`src/rtl/mux4_arbiter.sv`:
```
// Round-robin arbiter driving the select lines of a 4:1 single-bit mux.
// Define MUX4_ARB_TIMEOUT_EN to force rotation after MAX_HOLD grant cycles.
module mux4_arbiter #(
   parameter int MAX_HOLD = 16
) (
   input  logic       clk,
   input  logic       rst_n,
   input  logic [3:0] req,
   input  logic       a,
   input  logic       b,
   input  logic       c,
   input  logic       d,
   output logic [3:0] gnt,
   output logic       s1,
   output logic       s0,
   output logic       busy,
   output logic       y
);

   typedef enum logic {IDLE, GRANT} state_t;

   state_t     state, state_d;
   logic [3:0] gnt_d;
   logic [1:0] sel, sel_d;
   logic [1:0] last, last_d;
   logic [1:0] cand, pick;
   logic       busy_d;
   logic       found;
   logic       drop;

   if (MAX_HOLD < 2 || MAX_HOLD > 256) begin : g_bad_hold
      $error("MAX_HOLD must be within 2..256");
   end

`ifdef MUX4_ARB_TIMEOUT_EN
   localparam int CW = $clog2(MAX_HOLD);

   logic [CW-1:0] cnt, cnt_d;
   logic          cnt_top;

   assign cnt_top = (cnt == CW'(MAX_HOLD - 1));
`endif

   // First set request at or after last+1, wrapping at 4.
   always_comb begin
      pick  = 2'd0;
      found = 1'b0;
      cand  = 2'd0;
      for (int i = 1; i <= 4; i++) begin
         cand = last + 2'(i);
         if (!found && req[cand]) begin
            pick  = cand;
            found = 1'b1;
         end
      end
   end

   always_comb begin
      drop = !req[last];
`ifdef MUX4_ARB_TIMEOUT_EN
      if (cnt_top && |(req & ~gnt))
         drop = 1'b1;
`endif
   end

   always_comb begin
      state_d = state;
      gnt_d   = gnt;
      sel_d   = sel;
      last_d  = last;
      busy_d  = busy;
`ifdef MUX4_ARB_TIMEOUT_EN
      cnt_d   = cnt;
`endif
      unique case (state)
         IDLE: begin
            if (found) begin
               state_d = GRANT;
               gnt_d   = 4'b0001 << pick;
               sel_d   = pick;
               last_d  = pick;
               busy_d  = 1'b1;
`ifdef MUX4_ARB_TIMEOUT_EN
               cnt_d   = '0;
`endif
            end
         end
         GRANT: begin
            if (drop) begin
               state_d = IDLE;
               gnt_d   = 4'b0000;
               busy_d  = 1'b0;
`ifdef MUX4_ARB_TIMEOUT_EN
               cnt_d   = '0;
            end else if (cnt_top) begin
               cnt_d   = '0;
            end else begin
               cnt_d   = cnt + 1'b1;
`endif
            end
         end
         default: state_d = IDLE;
      endcase
   end

   always_ff @(posedge clk) begin
      if (!rst_n) begin
         state <= IDLE;
         gnt   <= 4'b0000;
         sel   <= 2'd0;
         last  <= 2'd3;
         busy  <= 1'b0;
`ifdef MUX4_ARB_TIMEOUT_EN
         cnt   <= '0;
`endif
      end else begin
         state <= state_d;
         gnt   <= gnt_d;
         sel   <= sel_d;
         last  <= last_d;
         busy  <= busy_d;
`ifdef MUX4_ARB_TIMEOUT_EN
         cnt   <= cnt_d;
`endif
      end
   end

   assign {s1, s0} = sel;
   assign y = busy & (s1 ? (s0 ? d : c) : (s0 ? b : a));

endmodule

```
`config.mk`:
```
export PLATFORM = sky130hd
export DESIGN_NAME = mux4_arbiter
export DESIGN_NICKNAME = d
export VERILOG_FILES = /design/src/rtl/mux4_arbiter.sv
export SDC_FILE = /design/constraint.sdc
export NUM_CORES = 1
export LEC_CHECK = 0
export ABC_AREA = 1
export BUFFER_PORTS_ARGS = -buffer_cell sky130_fd_sc_hd__buf_2
export CORE_ASPECT_RATIO = 0.9
export CORE_MARGIN = 5
export CORE_UTILIZATION = 44
export DETAILED_ROUTE_END_ITERATION = 6
export HOLD_SLACK_MARGIN = 0.05
export PLACE_DENSITY_LB_ADDON = 0.08
export SYNTH_ARGS = -nofsm -noshare
export SYNTH_HDL_FRONTEND = slang
export SYNTH_SLANG_ARGS = --single-unit
```
`constraint.sdc`:
```
create_clock -name clk -period 1.94 [get_ports clk]
set_input_delay 0.194 -clock clk [delete_from_list [all_inputs] [get_ports clk]]
set_output_delay 0.194 -clock clk [all_outputs]
set_load 0.02 [all_outputs]
```
Word-level counts from Yosys, hierarchy flattened
Cells that the tools add are included.
Storage, ports and cells
  bits in registers: 10
  latch bits: 0
  bits in writable memories: 0
  memory bits (read-only): 0
  input port bits: 10
  output and inout port bits: 8
  memories: 0
Cells by class
  $add $sub $neg: 3
  $mul: 0
  divide/modulo/power cells: 0
  magnitude comparators: 4
  equal/unequal tests: 2
  shift-type cells: 1
  muxes and demuxes: 28
  bitwise operators: 2
  reduce and logical (&&, ||, !) cells: 8
Operators by type and width (count)
  2-to-1 mux 1 bit: 15
  < comparator 2 x 3 -> 1 bit, second input constant: 4
  binary-select mux 1 bit (select 2 bit): 4
  2-to-1 mux 2 bit: 4
  2-to-1 mux 4 bit: 2
  case mux 4 bit (2 select lines): 1
  adder 2 bit, second input constant: 2
  != test 2 bit, second input constant: 2
  case mux 1 bit (2 select lines): 2
  AND reduction 2 bit: 2
  left shift 1 x 2 -> 4 bit, first input constant: 1
  logical AND 1 bit: 3
  logical NOT 1 bit: 3
  adder 2 x 1 -> 2 bit, second input constant: 1
  AND 1 bit: 1
  inverter 1 bit: 1

Longest topological paths before layout
  depth after elaboration: 16
  depth in mapped cells: 14
  gate-level depth less buffers: 12

Worst setup path before layout
No wires, ideal clock.
  path type: reg2reg
  start point: register last[0]
  end point: register gnt[0]
  setup time: 0.070 ns
  data arrival time: 1.447 ns
  required time: 1.870 ns
  slack: 0.423 ns
  stages on the path, launching flop included: 15
  path buffers: 2
  period minus slack after synthesis: 1.517 ns
  cells stage by stage: dfxtp_1 -> buf_6 -> inv_4 -> buf_8 -> nand2_4 -> nand2_2 -> nand2_2 -> nand2_4 -> nor2_8 -> nand3b_4 -> nand2_4 -> inv_4 -> nor2_8 -> nand2_1 -> a21oi_1
On the way
  word-level cells in the longest chain between the ends: 16
  elaborated cells on any way between the ends: 31
  classes of those cells: add/sub: 3; eq/ne: 2; shift: 1; mux: 18; reduce/logical: 7
RTL lines
  start, declared: line 25  | logic [1:0] last, last_d;
  start signal, assigned: line 120  | last <= last_d;
  adder 2 x 1 -> 2 bit: line 50  | cand = last + 2'(i);
  binary-select mux 1 bit (select 2 bit): line 51  | if (!found && req[cand]) begin
  2-to-1 mux 1 bit (not written as such): line 51
  2-to-1 mux 1 bit: line 51
  logical NOT 1 bit: line 51
  logical AND 1 bit: line 51
  2-to-1 mux 1 bit: line 51
  logical NOT 1 bit: line 51
  logical AND 1 bit: line 51
  2-to-1 mux 1 bit: line 51
  logical NOT 1 bit: line 51
  logical AND 1 bit: line 51
  2-to-1 mux 2 bit: line 51
  left shift 1 x 2 -> 4 bit: line 79  | gnt_d = 4'b0001 << pick;
  2-to-1 mux 4 bit: line 77  | if (found) begin
  case mux 4 bit (2 select lines): line 75  | unique case (state)
  end signal, assigned: line 118  | gnt <= gnt_d;
  end, declared: line 13  | output logic [3:0] gnt,
Parallel ways exist; a longest one is shown, timed or not. The select of a mux whose other input is x is not followed.
A chain may end at the register's enable or synchronous reset.

Worst setup path in the final report
  start point: register last[1]
  end point: register gnt[3]
Same word-level chain as after synthesis.

==> reports/summary.txt <==
======================================================================================================
Endpoints failing setup .................................................................            0
Leakage power of the design .............................................................     0.504 nW
Delay of the slowest critical-path stage ................................................      0.48 ns
CTS root buffer ......................................................................... sky130_fd_sc_hd__clkbuf_4
Area share of the largest cell type after synthesis .....................................        25.6%
Final min period ........................................................................      1.73 ns
Final hold violation count ..............................................................            0
Max Fclk ................................................................................      578 MHz
Die Outline Area ........................................................................     2720 um2
CTS tree ................................................................................         done
Clock transition at the register clock pins on the worst setup and hold paths after CTS .      0.07 ns
Worst vdd rail ir drop ..................................................................   0.000762 V
Synthesized instance count ..............................................................          112
Routed len/inst .........................................................................      10.7 um
Detailed Place HPWL .....................................................................      1350 um
Count of routing violations after the opening detailed-route iteration ..................           28
Fillcell total ..........................................................................          195
Detail-routed via count per cell ........................................................         4.97
Number of nets with antenna violations after detailed routing ...........................            0
Crit. End Element .......................................................................         flop
Leading cell type in the layout, fill and taps excluded ................................. sky130_fd_sc_hd__nand2_1
Antenna violations before repair ........................................................            0
Synthesis warning total .................................................................            0
Met2 Wirelength .........................................................................       701 um
Final Routed Wirelength .................................................................      1680 um
Number of buffers created by CTS ........................................................            3
Total of cells resized after clock tree synthesis .......................................            0
Data required time of the worst path ....................................................      2.13 ns
Die H ...................................................................................      50.0 um
Pin count of the biggest net entering global routing ....................................           12
HP Class ................................................................................       in2reg
Global-route wire length before repair ..................................................      2940 um
Length of routed met3 wiring ............................................................       119 um
TNS Setup ...............................................................................         0 ns
Count of nets after finishing ...........................................................          143
GPL Wtd Cong ............................................................................        0.741
Signal arrival time at the worst endpoint ...............................................      1.92 ns
Final routed DRC violation total ........................................................            0
Core area ...............................................................................     1680 um2
Highest metal layer with signal wires ...................................................         met3
Outcome ................................................................................. finished, final reports clean
Top-level port count ....................................................................           18
Number of global-route vias before repair ...............................................          674
Buffers from clock root to sink, at most ................................................            2
Metal1 wirelength .......................................................................       853 um
Synth area leaders ...................................................................... sky130_fd_sc_hd__dfxtp_1, sky130_fd_sc_hd__nand2_1, sky130_fd_sc_hd__nand2_4
Standard-cell rows ......................................................................           14
Via Count ...............................................................................          775
Fraction of final layout cells with drive strength greater than 1 .......................        33.3%
Quantity of I/O buffers inserted on ports ...............................................           17
Flop and latch count out of synthesis ...................................................           10
Most frequent cells in the layout ....................................................... sky130_fd_sc_hd__nand2_1, sky130_fd_sc_hd__buf_2, sky130_fd_sc_hd__inv_1
Post-synth top area cell ................................................................ sky130_fd_sc_hd__dfxtp_1
Clock Latency Late Sink .................................................................      0.27 ns
Total grt overflow ......................................................................            0
Worst Path Class, Setup .................................................................      reg2reg
Slowest cell on crit path ............................................................... sky130_fd_sc_hd__dfxtp_1
Overall power of the completed layout ...................................................    0.00173 W
Netlist area before placement ...........................................................      781 um2
Power Density ...........................................................................  1900 nW/um2
Maximum level of the CTS H-tree .........................................................            1
Number of max-cap violations ............................................................            0
Final worst slack .......................................................................     0.210 ns
Slew at the pin closest to its max-slew limit ...........................................     0.284 ns
Number of antenna diodes ................................................................            0
Starting density of the core ............................................................        46.4%
Post-route fraction of the period consumed by the critical path .........................        89.2%
Largest fanout on the critical path .....................................................            7
Mean cell area of the mapped netlist ....................................................     6.97 um2
Count of pins over their slew limit .....................................................            0
Worst-case clock skew ...................................................................   0.00775 ns
Hold-fix buffers, CTS ...................................................................            0
First drt pass iteration count ..........................................................            4
Syn nets ................................................................................          122
Global-route usage over all layers ......................................................        14.2%
Max transition margin ...................................................................        81.0%
CTS sink count ..........................................................................           10
Sequential fraction of the synthesis area ...............................................        25.6%
RSZ-0062 raised after global routing ....................................................        false
Layout area overhead ....................................................................        17.1%
Post-CTS repair timing setup buffer count ...............................................            0
CP Launch Type ..........................................................................         flop
Post-synth cell types ...................................................................           21
Pre-CTS setup slack .....................................................................     0.143 ns
CP cell instances ....................................................................... inv_2, nand2_1, nand2_1, nand2_4, nand2_4, nor2_8, nand3b_4, nand2_4, inv_4, nor2_8, nand2_1, a21oi_1
Floorplan die width .....................................................................      54.4 um
======================================================================================================
[path summary, 6_finish.rpt]
kind                              from              endpoint  slack [ns]  cells past startpoint
setup / recovery  last[1]$_SDFFE_PN1P_   gnt[3]$_SDFFE_PN0P_        0.21                     12
hold reg to reg    gnt[2]$_SDFFE_PN0P_   gnt[2]$_SDFFE_PN0P_        0.46                      2
setup reg to reg  last[1]$_SDFFE_PN1P_   gnt[3]$_SDFFE_PN0P_        0.21                     12
hold / removal                   rst_n  last[1]$_SDFFE_PN1P_        0.15                      2
[flip-flops by register name, summed over array words and instances (netlist names)]
signal,cells
last,2
state,1
gnt,4
busy,1
sel,2
[cell type report]
type / instances / area, um2 / area share, %
multi-input cells: 85 / 493 / 53.9
flip-flops and latches: 10 / 201 / 22.0
repair buffers: 18 / 92.6 / 10.1
inverters: 15 / 61.3 / 6.70
clock buffers: 4 / 36.3 / 3.97
well taps: 24 / 30.0 / 3.28
[report_power, final]
part           switching (W)  total [W]  internal [W]
combinational       0.000764    0.00117      0.000402
sequential         0.0000850   0.000382      0.000297
clock              0.0000734   0.000187      0.000114
total               0.000922    0.00173      0.000812
[cells in the mapped netlist (all sizes together)]
master,n
nor2,8
nand3b,2
a21oi,8
inv,15
o21a,1
o21ai,4
dfxtp,10
o211ai,1
nand4,4
buf,2
nand3,11
nand2,44
a21boi,2
[per-stage QoR]
step                      util [%]  hold slack, ns  cells  cell area, um2
after floorplan                  -           0.293    112             781
after global placement        52.2           0.420    152             877
after detailed placement      52.2           0.428    152             877
after CTS                     54.3           0.141    156             913
after global routing          54.4           0.136    156             915
final                         54.4           0.147    156             915
[routing by layer]
metal	track usage, %	vias up
met5	0	-
met4	2.49	0
met3	5.72	0
met2	19.5	27
met1	20.7	342
li1	-	406
[kinds of logic (layout without fill, tap and decap cells)]
family | Yosys count | count (layout) | synth area share [%]
buf+inv | 17 | 37 | 11.2
simple gates | 69 | 69 | 51.6
flops | 10 | 10 | 25.6
compound gates | 16 | 16 | 11.5
[critical path, delay by kind of cell, from the launching register on]
family,cells,cell delay (ns)
buffers and inverters,2,0.19
flip-flops,1,0.48
AND/OR/NAND/NOR,9,0.84
AO/OA/AOI/OAI,1,0.13
No activity file was read; power rests on OpenSTA's default activity.
